$ cat config.mk
export PLATFORM = sky130hd
export DESIGN_NAME = omsp_hmac_arbiter
export DESIGN_NICKNAME = d
export VERILOG_FILES = /design/src/rtl/omsp_hmac_arbiter_pkg.sv /design/src/rtl/omsp_hmac_arb_pick.sv /design/src/rtl/omsp_hmac_arbiter.sv
export SDC_FILE = /design/constraint.sdc
export NUM_CORES = 1
export LEC_CHECK = 0
export BUFFER_PORTS_ARGS = -buffer_cell sky130_fd_sc_hd__buf_2
export CAP_MARGIN = 20
export CORE_ASPECT_RATIO = 1.4
export CORE_UTILIZATION = 30
export CTS_BUF_LIST = sky130_fd_sc_hd__clkbuf_8
export CTS_CLUSTER_DIAMETER = 50
export CTS_CLUSTER_SIZE = 14
export DETAILED_ROUTE_END_ITERATION = 7
export PLACE_DENSITY_LB_ADDON = 0.2
export SYNTH_ARGS = -nofsm -noshare
export SYNTH_HDL_FRONTEND = slang
export SYNTH_SLANG_ARGS = --single-unit
$ cat constraint.sdc
create_clock -name clk -period 2.1 [get_ports clk]
set_input_delay 0.21 -clock clk [delete_from_list [all_inputs] [get_ports clk]]
set_output_delay 0.21 -clock clk [all_outputs]
set_load 0.05 [all_outputs]
$ cat src/rtl/omsp_hmac_arbiter_pkg.sv
// Shared state codes and requester indices for the HMAC core arbiter.
// Round-robin arbitration is enabled by defining OMSP_HMAC_ARB_RR_EN.
package omsp_hmac_arbiter_pkg;

    // Owner/last index width; wide enough for the largest legal N_REQ (4).
    localparam int IDX_W = 2;

    localparam int HMAC_ARB_REQ_SIGN = 0;
    localparam int HMAC_ARB_REQ_KDF  = 1;

    typedef enum logic [1:0] {
        HMAC_ARB_IDLE  = 2'b00,
        HMAC_ARB_SETUP = 2'b01,
        HMAC_ARB_OWN   = 2'b10,
        HMAC_ARB_DRAIN = 2'b11
    } hmac_arb_state_e;

endpackage

$ cat src/rtl/omsp_hmac_arb_pick.sv
// Combinational winner select for the HMAC arbiter.
// OMSP_HMAC_ARB_RR_EN selects round-robin after 'last'; otherwise lowest index wins.
module omsp_hmac_arb_pick
    import omsp_hmac_arbiter_pkg::*;
#(
    parameter int N_REQ = 2
) (
    input  logic [N_REQ-1:0] req_i,
`ifdef OMSP_HMAC_ARB_RR_EN
    input  logic [IDX_W-1:0] last_i,
`endif
    output logic [IDX_W-1:0] idx_o,
    output logic             valid_o
);

    logic [N_REQ-1:0] pool;

`ifdef OMSP_HMAC_ARB_RR_EN
    logic [N_REQ-1:0] after_mask;
    logic [N_REQ-1:0] after_req;

    // Requesters strictly above 'last' get first pick; otherwise wrap to index 0.
    for (genvar gi = 0; gi < N_REQ; gi++) begin : g_after
        assign after_mask[gi] = (IDX_W'(gi) > last_i);
    end

    assign after_req = req_i & after_mask;
    assign pool      = (|after_req) ? after_req : req_i;
`else
    assign pool = req_i;
`endif

    always_comb begin
        idx_o = '0;
        for (int i = N_REQ - 1; i >= 0; i--) begin
            if (pool[i]) begin
                idx_o = IDX_W'(i);
            end
        end
    end

    assign valid_o = |req_i;

endmodule

$ cat src/rtl/omsp_hmac_arbiter.sv
// Transaction-locked arbiter sharing one HMAC core between N_REQ requesters.
// Define OMSP_HMAC_ARB_RR_EN for round-robin; default build is fixed priority.
module omsp_hmac_arbiter
    import omsp_hmac_arbiter_pkg::*;
#(
    parameter int N_REQ = 2,
    parameter int DW    = 16
) (
    input  logic                clk,
    input  logic                reset_n,
    input  logic [N_REQ-1:0]    req,
    input  logic [N_REQ-1:0]    req_start_cont,
    input  logic [N_REQ-1:0]    req_data_avail,
    input  logic [N_REQ-1:0]    req_data_long,
    input  logic [N_REQ*DW-1:0] req_data,
    output logic [N_REQ-1:0]    grant,
    output logic [N_REQ-1:0]    req_busy,
    input  logic                hmac_busy,
    output logic                hmac_reset,
    output logic                hmac_start_cont,
    output logic                hmac_data_avail,
    output logic                hmac_data_long,
    output logic [DW-1:0]       hmac_data,
    output logic                viol
);

    hmac_arb_state_e  state_q;
    logic [IDX_W-1:0] owner_q;
    logic [N_REQ-1:0] grant_q;
    logic             hmac_reset_q;
    logic             viol_q;
    logic             viol_d;

    logic [N_REQ-1:0] owner_oh;
    logic [N_REQ-1:0] own_sel;
    logic             own_active;
    logic             owner_released;
    logic [IDX_W-1:0] pick_idx;
    logic             pick_valid;
    logic [N_REQ-1:0] strobe;

`ifdef OMSP_HMAC_ARB_RR_EN
    logic [IDX_W-1:0] last_q;
`endif

    omsp_hmac_arb_pick #(
        .N_REQ   (N_REQ)
    ) u_pick (
        .req_i   (req),
`ifdef OMSP_HMAC_ARB_RR_EN
        .last_i  (last_q),
`endif
        .idx_o   (pick_idx),
        .valid_o (pick_valid)
    );

    assign own_active = (state_q == HMAC_ARB_OWN);
    // Only the owner's lane is routed while in OWN; everything else reads as idle.
    assign own_sel    = own_active ? owner_oh : '0;

    for (genvar gi = 0; gi < N_REQ; gi++) begin : g_lane
        assign owner_oh[gi] = (owner_q == IDX_W'(gi));
        assign req_busy[gi] = own_sel[gi] ? hmac_busy : 1'b1;
    end

    assign owner_released = ~|(req & owner_oh);

    assign hmac_start_cont = |(req_start_cont & own_sel);
    assign hmac_data_avail = |(req_data_avail & own_sel);
    assign hmac_data_long  = |(req_data_long  & own_sel);

    always_comb begin
        hmac_data = '0;
        for (int i = 0; i < N_REQ; i++) begin
            if (own_sel[i]) begin
                hmac_data = hmac_data | req_data[i*DW +: DW];
            end
        end
    end

    always_ff @(posedge clk or negedge reset_n) begin
        if (!reset_n) begin
            state_q      <= HMAC_ARB_IDLE;
            owner_q      <= IDX_W'(HMAC_ARB_REQ_SIGN);
            grant_q      <= '0;
            hmac_reset_q <= 1'b1;
`ifdef OMSP_HMAC_ARB_RR_EN
            last_q       <= IDX_W'(N_REQ - 1);
`endif
        end else begin
            case (state_q)
                HMAC_ARB_IDLE: begin
                    grant_q      <= '0;
                    hmac_reset_q <= 1'b1;
                    if (pick_valid) begin
                        owner_q      <= pick_idx;
                        hmac_reset_q <= 1'b0;
                        state_q      <= HMAC_ARB_SETUP;
                    end
                end
                HMAC_ARB_SETUP: begin
                    // Core reset was released on entry; grant lands one cycle later.
                    grant_q <= owner_oh;
                    state_q <= HMAC_ARB_OWN;
                end
                HMAC_ARB_OWN: begin
                    if (owner_released) begin
                        grant_q      <= '0;
                        hmac_reset_q <= 1'b1;
                        state_q      <= HMAC_ARB_DRAIN;
`ifdef OMSP_HMAC_ARB_RR_EN
                        last_q       <= owner_q;
`endif
                    end
                end
                HMAC_ARB_DRAIN: begin
                    if (!hmac_busy) begin
                        state_q <= HMAC_ARB_IDLE;
                    end
                end
                default: begin
                    grant_q      <= '0;
                    hmac_reset_q <= 1'b1;
                    state_q      <= HMAC_ARB_IDLE;
                end
            endcase
        end
    end

    // Any strobe from outside the current owner lane is a protocol violation.
    assign strobe = req_start_cont | req_data_avail;
    assign viol_d = viol_q | (|(strobe & ~own_sel));

    always_ff @(posedge clk or negedge reset_n) begin
        if (!reset_n) begin
            viol_q <= 1'b0;
        end else begin
            viol_q <= viol_d;
        end
    end

    assign grant      = grant_q;
    assign hmac_reset = hmac_reset_q;
    assign viol       = viol_q;

endmodule

Word level (Yosys, flattened, before mapping). Index checks and enable logic that the tools add are counted.

Eq/ne operators: 7. Multiplexer cells: 16. Bitwise operators: 9. Reduce and logical (&&, ||, !) cells: 14.

Operator list (count): 2-to-1 mux 16 bit (2); OR 16 bit (1); OR reduction 2 bit (6); AND 2 bit (5); 2-to-1 mux 2 bit (5); case mux 2 bit (4 select lines) (1); 2-to-1 mux 1 bit (6); inequality test 2 bit, second input constant (3); case mux 2 bit (3 select lines) (1); AND reduction 2 bit (3); == test 2 x 1 -> 1 bit, second input constant (2); == test 2 bit, second input constant (2); logical NOT 2 bit (2); AND reduction 3 bit (1); nonzero test 3 bit (1); NOT 2 bit (1); OR 2 bit (1); case mux 1 bit (2 select lines) (1); nonzero test 2 bit (1); OR 1 bit (1).

Bits in registers: 8. Word-level logic and storage cells: 51.

Depth between registers and ports, before layout. Gate-level depths: netlist of run 1.

Word-level depth: 6. Gate-level depth with buffers: 6.

By module. Synthesis of run 1 repeated with hierarchy kept, for this count alone.

Cells, all modules: 70. Area total of the unflattened synthesis: 698.2 µm².

Modules (own cells, without submodules): omsp_hmac_arbiter (instances 1, cells an instance 66, area an instance 674.4 µm², sequential area each 201.4 µm²); omsp_hmac_arb_pick (instances 1, cells an instance 4, area an instance 23.8 µm², sequential area each 0.0 µm²).

Worst setup path before layout of run 1. OpenSTA, ideal clock, no wires.

Kind: register -> output. Start: register state_q[0]. End: output hmac_data[10]. Arrival: 1837 ps. Data required time: 1890 ps. Setup slack: 53 ps. Stages on the path, launching flop included: 6. Path through: dfrtp_1 inv_1 ha_1 clkbuf_1 clkbuf_1 nor2b_1.

Longest elaborated chain between the ends: 5.

Ends and longest elaborated chain: start, declared (RTL line omsp_hmac_arbiter.sv:27) `hmac_arb_state_e state_q;`; start signal, assigned (RTL line omsp_hmac_arbiter.sv:83) `state_q <= HMAC_ARB_IDLE;`; start signal, assigned (RTL line omsp_hmac_arbiter.sv:98) `state_q <= HMAC_ARB_SETUP;`; start signal, assigned (RTL line omsp_hmac_arbiter.sv:104) `state_q <= HMAC_ARB_OWN;`; == test 2 bit (*) (RTL line omsp_hmac_arbiter.sv:57) `assign own_active = (state_q == HMAC_ARB_OWN);`; 2-to-1 mux 2 bit (*) (RTL line omsp_hmac_arbiter.sv:59) `assign own_sel = own_active ? owner_oh : '0;`; 2-to-1 mux 16 bit (RTL line omsp_hmac_arbiter.sv:75) `if (own_sel[i]) begin`; OR 16 bit (RTL line omsp_hmac_arbiter.sv:76) `hmac_data = hmac_data | req_data[i*DW +: DW];`; 2-to-1 mux 16 bit (*) (RTL line omsp_hmac_arbiter.sv:75); end, declared (RTL line omsp_hmac_arbiter.sv:23) `output logic [DW-1:0] hmac_data,`.

Mark *: on every way between the ends. The rest lies on a longest branch, timed or not.

Worst setup path in the final report of run 1.
Start: register state_q[0]. End: output hmac_data_avail.

Longest elaborated chain between the ends: 4.

Ends and longest elaborated chain: == test 2 bit (RTL line omsp_hmac_arbiter.sv:57); 2-to-1 mux 2 bit (RTL line omsp_hmac_arbiter.sv:59); AND 2 bit (RTL line omsp_hmac_arbiter.sv:69) `assign hmac_data_avail = |(req_data_avail & own_sel);`; OR reduction 2 bit (RTL line omsp_hmac_arbiter.sv:69); end, declared (RTL line omsp_hmac_arbiter.sv:21) `output logic hmac_data_avail,`.

No other way between the ends.

==> results of run 1 <==
## flip-flops by register name (all words and copies together) (netlist names)
name        count
state_q         2
hmac_reset      1
grant           2
viol            1
owner_q         1
## per-stage QoR
step / area (um2) / hold WS (ns) / total power, mW
CTS: 1190 / 0.222 / 1.95
finish: 1190 / 0.218 / 1.93
detailed placement: 1130 / 0.0466 / 1.76
global placement: 1130 / 0.0489 / 1.74
floorplan: 768 / -0.0856 / 1.47
global route: 1190 / 0.238 / 2.06
## worst paths after layout
path	cells after the start	end	slack, ns
worst max-delay path	5	hmac_data_avail	0.20
worst min-delay path	2	hmac_reset$_DFFE_PN1P_	0.22
worst max register to register	5	state_q[1]$_DFFE_PN0P_	0.45
worst min register to register	1	viol$_DFF_PN0_	0.45
max in group asynchronous	2	hmac_reset$_DFFE_PN1P_	1.53
min in group asynchronous	2	owner_q[0]$_DFFE_PN0P_	0.34
## where the power goes
| part | internal (mW) | leakage, nW | total [mW] | switching, mW |
|---|---|---|---|---|
| Sequential | 0.200 | 0.0818 | 0.244 | 0.0434 |
| Combinational | 0.510 | 0.558 | 1.51 | 1.00 |
| Clock | 0.126 | 0.0269 | 0.176 | 0.0506 |
## worst max-delay path: cells and delay by family, from the launching register on
family                   cells  cell delay (ns)
buffers and inverters        3             0.60
adder cells (fa/ha/maj)      1             0.33
flip-flops                   1             0.40
AND/OR/NAND/NOR              1             0.14
## placed cells by master, fill, tap and decap left out, types with 2 or more instances in the layout
cell type  netlist  routed
dfrtp_1          6       6
ha_1             5       4
nor2_1           3       3
buf_2            3      67
mux2i_1         20      20
clkbuf_8         0       3
a21oi_1          5       5
buf_4            0       2
inv_1            4       5
nor2b_1         22      22
## timing repair
item                                    4_1_cts  5_1_grt
endpoints found under the hold margin         6        0
buffers inserted                              0        0
resized for setup                             0        1
hold buffers                                  1        0
endpoints found under the setup margin        0       11
## layer usage
metal  up-vias  routed length, um  GRT usage [%]
li1        430                  -              -
met4         0                 19           7.79
met5         -                  0              0
met3         2                216           1.45
met1       380                794           14.7
met2        46                923           22.9
## area by class of cell
type                            instances  area (um2)
Sequential cell                         7         176
Multi-Input combinational cell         69         553
Inverter                                4        15.0
Fill cell                             248        1220
Clock buffer                            3        41.3
Timing Repair Buffer                   70         360
Clock inverter                          1        3.75
Tap cell                               34        42.5
## cells by family after synthesis
kind of cell               after synthesis
and+or+nand+nor                         30
muxes                                   23
AOI/OAI and AO/OA                       11
buffers and inverters                   10
DFF                                      7
adders and majority gates                5
==> metrics.md, run 1 <==
| Metric | Value |
|---|---|
| Routed Antenna Nets | `0` |
| RSZ-0062 raised after global routing | `false` |
| Starting Density | `a little under a third` |
| GRT Util Overall | `12.9%` |
| Hold path startpoint | `req[1]` |
| CTS buffer count | `3` |
| Worst Setup SP | `state_q[0]$_DFFE_PN0P_` |
| Clk slew on worst S/H paths | `roughly 0.04 ns` |
| Synthesized cell area | `768 um2` |
| Yosys top cell area share | `26.1%` |
| Vias | `between 800 and 900` |
| Layout Utilization | `49.3%` |
| Period utilization | `90.6%` |
| DRC Markers | `0` |
| Critical path class | `flop to output port` |
| Placed Cells | `183` |
| Number of synthesized register bits | `7` |
| Slew Viols, Final | `0` |
| Slack of the critical path | `0.197 ns` |
| Pin count of the biggest net entering global routing | `29` |
| Critical Path Slowest Stage Cell | `dfrtp_1` |
| Worst slew pin tran | `0.390 ns` |
| Req. time, crit path | `1.89 ns` |
| Clock Tree Root | `clkbuf_8` |
| Final min period | `1.90 ns` |
| CP Max Fanout | `17` |
| Layout Cells excl Fill | `188` |
| Synthesized net count | `134` |
| Seq/Total Area, Yosys | `23.0%` |
| Port Buffers | `67` |
| CP Cell Sequence | `inv_1 > ha_2 > buf_4 > nor2b_1 > buf_2` |
| Count leader, synth | `nor2b_1` |
| Main combinational cell family by area after synthesis | `multiplexers` |
| First-pass GRT wire length | `2660 um` |
| PD cells | `around 1600 nW/um2` |
| Commonest cells post-synth | `nor2b_1, mux2i_1, dfrtp_1` |
| I/O Pins | `68` |
| Synth area leader | `mux2i_1` |
| Crit path DAT | `1.69 ns` |
| Xor/xnor share of the synthesized area | `0%` |
| DIE HEIGHT | `61.9 um` |
| Pre-CTS setup slack | `0.275 ns` |
| Grt total ovfl | `0` |
| Reg2reg start | `state_q[0]$_DFFE_PN0P_` |
| Wire per inst | `10.4 um` |
| Crit path launch type | `flop` |
| P&R area growth vs syn | `55.2%` |
| Die X | `about 45 um` |
| Cells after Synth | `86` |
| Main synth FF type | `dfrtp_1` |
| Layout cells sized above 1 | `49.4%` |
| Maximum VDD drop | `0.670 mV` |
| Synth Area in Compound Gates | `8.96%` |
| Hold Crit Class | `input pin to flop` |
| Row Count | `21` |
| Final Hold Fails | `0` |
| Detailed-route wire length | `1950 um` |
| Unique masters post-synth | `24` |
| FFs w/ async S/R, synth | `between 90% and 100%` |
| Deepest clock path buffer count | `2` |
| Core Region | `2420 um2` |
| Max Cap Viol | `0` |
| Leak | `0.666 nW` |
| Antenna violations before repair | `0` |
| Critical Path Sink Type | `output port` |
| Vias/cell | `4.56` |
| Synth warn | `0` |
| Slew margin rel. | `74.0%` |
| 1st-iter DRT viols | `3` |
| CTS tree | `done` |
| Skew final | `0.000291 ns` |
| Crit path largest cell delay | `about 0.40 ns` |
| Synth area leaders | `mux2i_1, dfrtp_1, nor2b_1` |
| DR pass1 iterations | `2` |
| Skew-Pair Late Insertion Delay | `0.22 ns` |
| Fmax | `525 MHz` |
| Final setup viols | `0` |
| Nets | `203` |
| Gpl congestion | `around 0.7` |
| Die area | `2770 um2` |
| Post-DP HPWL | `roughly 1600 um` |
| EDFF count, synth | `0` |
| Post-synthesis simple-gate area fraction | `a little under a quarter` |
| Setup TNS | `0 ns` |
| Mapped Avg Cell Area | `8.93 um2` |
| Status | `complete, no violations` |
| Adder-cell share of the synthesized area | `8.14%` |
| Mux cell area share after synthesis | `30.9%` |
| Vias in the first global route | `roughly 640` |
| CTS sink cnt | `7` |
| Ant. Diodes | `0` |
| H-tree Lvls | `1` |
(Power assumes the default switching activity.)
==> run 2: changes to the inputs <==
==> constraint.sdc (replaced) <==
create_clock -name clk -period 1.9 [get_ports clk]
set_input_delay 0.19 -clock clk [delete_from_list [all_inputs] [get_ports clk]]
set_output_delay 0.19 -clock clk [all_outputs]
set_load 0.05 [all_outputs]
==> metrics.md, run 2 (same netlist as run 1, synthesis figures left out) <==
| Metric | Value |
|---|---|
| DIE HEIGHT | `around 62 um` |
| Slew Viols, Final | `0` |
| Clk slew on worst S/H paths | `~0.040 ns` |
| Vias/cell | `approximately 4.6` |
| Antenna violations before repair | `0` |
| Skew final | `0.00237 ns` |
| Req. time, crit path | `around 1.7 ns` |
| H-tree Lvls | `1` |
| Commonest non-fill, non-tap cells in the layout | `buf_2, mux2i_1, nor2b_2, clkbuf_4, dfrtp_1` |
| P&R area growth vs syn | `66.6%` |
| Fillers | `241` |
| Cell family contributing the most delay on the critical path | `buffers and inverters` |
| Die X | `44.8 um` |
| Detailed-route wire length | `around 1900 um` |
| Pin count of the biggest net entering global routing | `29` |
| Final setup viols | `0` |
| CTS sink cnt | `7` |
| Wire per inst | `9.86 um` |
| Vias | `between 800 and 900` |
| Gpl congestion | `0.720` |
| Leak | `between 0.6 and 0.7 nW` |
| Row Count | `21` |
| Clock Tree Root | `clkbuf_8` |
| Layout cells sized above 1 | `61.9%` |
| CTS tree | `done` |
| Max Cap Viol | `0` |
| Slew margin rel. | `81.3%` |
| Critical Path Sink Type | `output port` |
| Crit path launch type | `flop` |
| Fmax | `555 MHz` |
| Placed Cells | `184` |
| CTS buffer count | `3` |
| CP Cell Sequence | `inv_1 > ha_2 > buf_4 > nor2b_2 > buf_2` |
| Starting Density | `31.8%` |
| Met2 wire len | `a little under 1000 um` |
| Crit path largest cell delay | `between 0.4 and 0.5 ns` |
| First-pass GRT wire length | `roughly 3000 um` |
| Setup TNS | `0 ns` |
| DRC Markers | `0` |
| Ant. Diodes | `0` |
| Deepest clock path buffer count | `2` |
| Grt total ovfl | `0` |
| Worst hold slack | `roughly 0.19 ns` |
| Die area | `2770 um2` |
| Maximum VDD drop | `roughly 0.79 mV` |
| Skew-Pair Late Insertion Delay | `0.23 ns` |
| GRT Util Overall | `14.5%` |
| Routed wl met3 | `156 um` |
| Critical Path Slowest Stage Cell | `dfrtp_1` |
| Nets | `204` |
| Status | `complete, no violations` |
| Commonest non-fill, non-tap cell in the layout | `buf_2` |
| Design area | `between 1000 and 1500 um2` |
| Critical path class | `flop to output port` |
| Vias in the first global route | `774` |
| Placed cell area | `1200 um2` |
| Routed Antenna Nets | `0` |
| PD cells | `approximately 1800 nW/um2` |
| Layout Cells excl Fill | `189` |
| Period utilization | `about 95%` |
| Top Layer Used | `met4` |
| I/O Pins | `68` |
| Met1 WL | `just over 700 um` |
| Worst slew pin tran | `0.281 ns` |
| RSZ-0062 raised after global routing | `false` |
| Final Hold Fails | `0` |
| Core Region | `2420 um2` |
| Crit path DAT | `1.61 ns` |
| Final min period | `~1.8 ns` |
| CP Max Fanout | `13` |
| Port Buffers | `67` |
| DR pass1 iterations | `4` |
| Total Power Consumption | `2.29 mW` |
| 1st-iter DRT viols | `7` |
| Worst Path Buf+Inv | `3` |
| Hold Crit Class | `input pin to flop` |
| Post-DP HPWL | `1560 um` |
-- run 2: changes by cell type in the layout (fill, tap and decap cells not counted), sizes merged --
| cell | change |
|---|---|
| buf | -7 |
| clkbuf | +8 |
-- run 2: timing repair --
item / CTS / global route
endpoints found under the setup margin: 12 / 8
resized for setup: 1 / 8
gates cloned: 0 / 0
hold buffers: 1 / 0
hold endpoints to repair: 6 / 0
setup buffers: 0 / 0
-- run 2: power breakdown --
part           internal [mW]  switching [mW]  total, mW
clock network          0.139          0.0628      0.202
registers              0.221          0.0549      0.276
logic                  0.678            1.13       1.81
total                   1.04            1.25       2.29
-- run 2: worst reg2reg max path, delay by kind of cell, from the launching register on --
family / cells / cell delay [ns]
flops: 1 / 0.41
compound gates: 1 / 0.30
mux: 1 / 0.30
fa+ha+maj: 1 / 0.25
simple gates: 1 / 0.16
buf+inv: 1 / 0.09
-- run 2: metal layers --
layer | vias up | track usage (%)
met3 | 2 | 2.60
met1 | 386 | 15.3
met5 | - | 0
li1 | 435 | -
met4 | 0 | 6.49
met2 | 48 | 27.5
-- run 2: final cells by class --
type | count | area [um2] | area share (%)
inverters | 4 | 15.0 | 1.17
well taps | 34 | 42.5 | 3.32
multi-input cells | 69 | 601 | 46.9
flip-flops and latches | 7 | 176 | 13.8
repair buffers | 71 | 400 | 31.3
clock inverters | 1 | 3.75 | 0.293
clock buffers | 3 | 41.3 | 3.23
-- run 2: final timing paths --
| check | startpoint | slack (ns) | to | cells after the start |
|---|---|---|---|---|
| min | req[1] | 0.19 | hmac_reset$_DFFE_PN1P_ | 2 |
| max in group asynchronous | reset_n | 1.34 | hmac_reset$_DFFE_PN1P_ | 2 |
| max | state_q[0]$_DFFE_PN0P_ | 0.1 | hmac_data[7] | 5 |
| min in group asynchronous | reset_n | 0.33 | state_q[1]$_DFFE_PN0P_ | 2 |
| max reg2reg | state_q[1]$_DFFE_PN0P_ | 0.27 | state_q[1]$_DFFE_PN0P_ | 5 |
| min reg2reg | viol$_DFF_PN0_ | 0.45 | viol$_DFF_PN0_ | 1 |
-- run 2: stage by stage --
step	utilization (%)	setup slack, ns
floorplan	-	0.120
global placement	49.7	0.292
detailed placement	49.7	0.222
CTS	52.1	0.0614
global route	53.0	0.00184
finish	53.0	0.0978
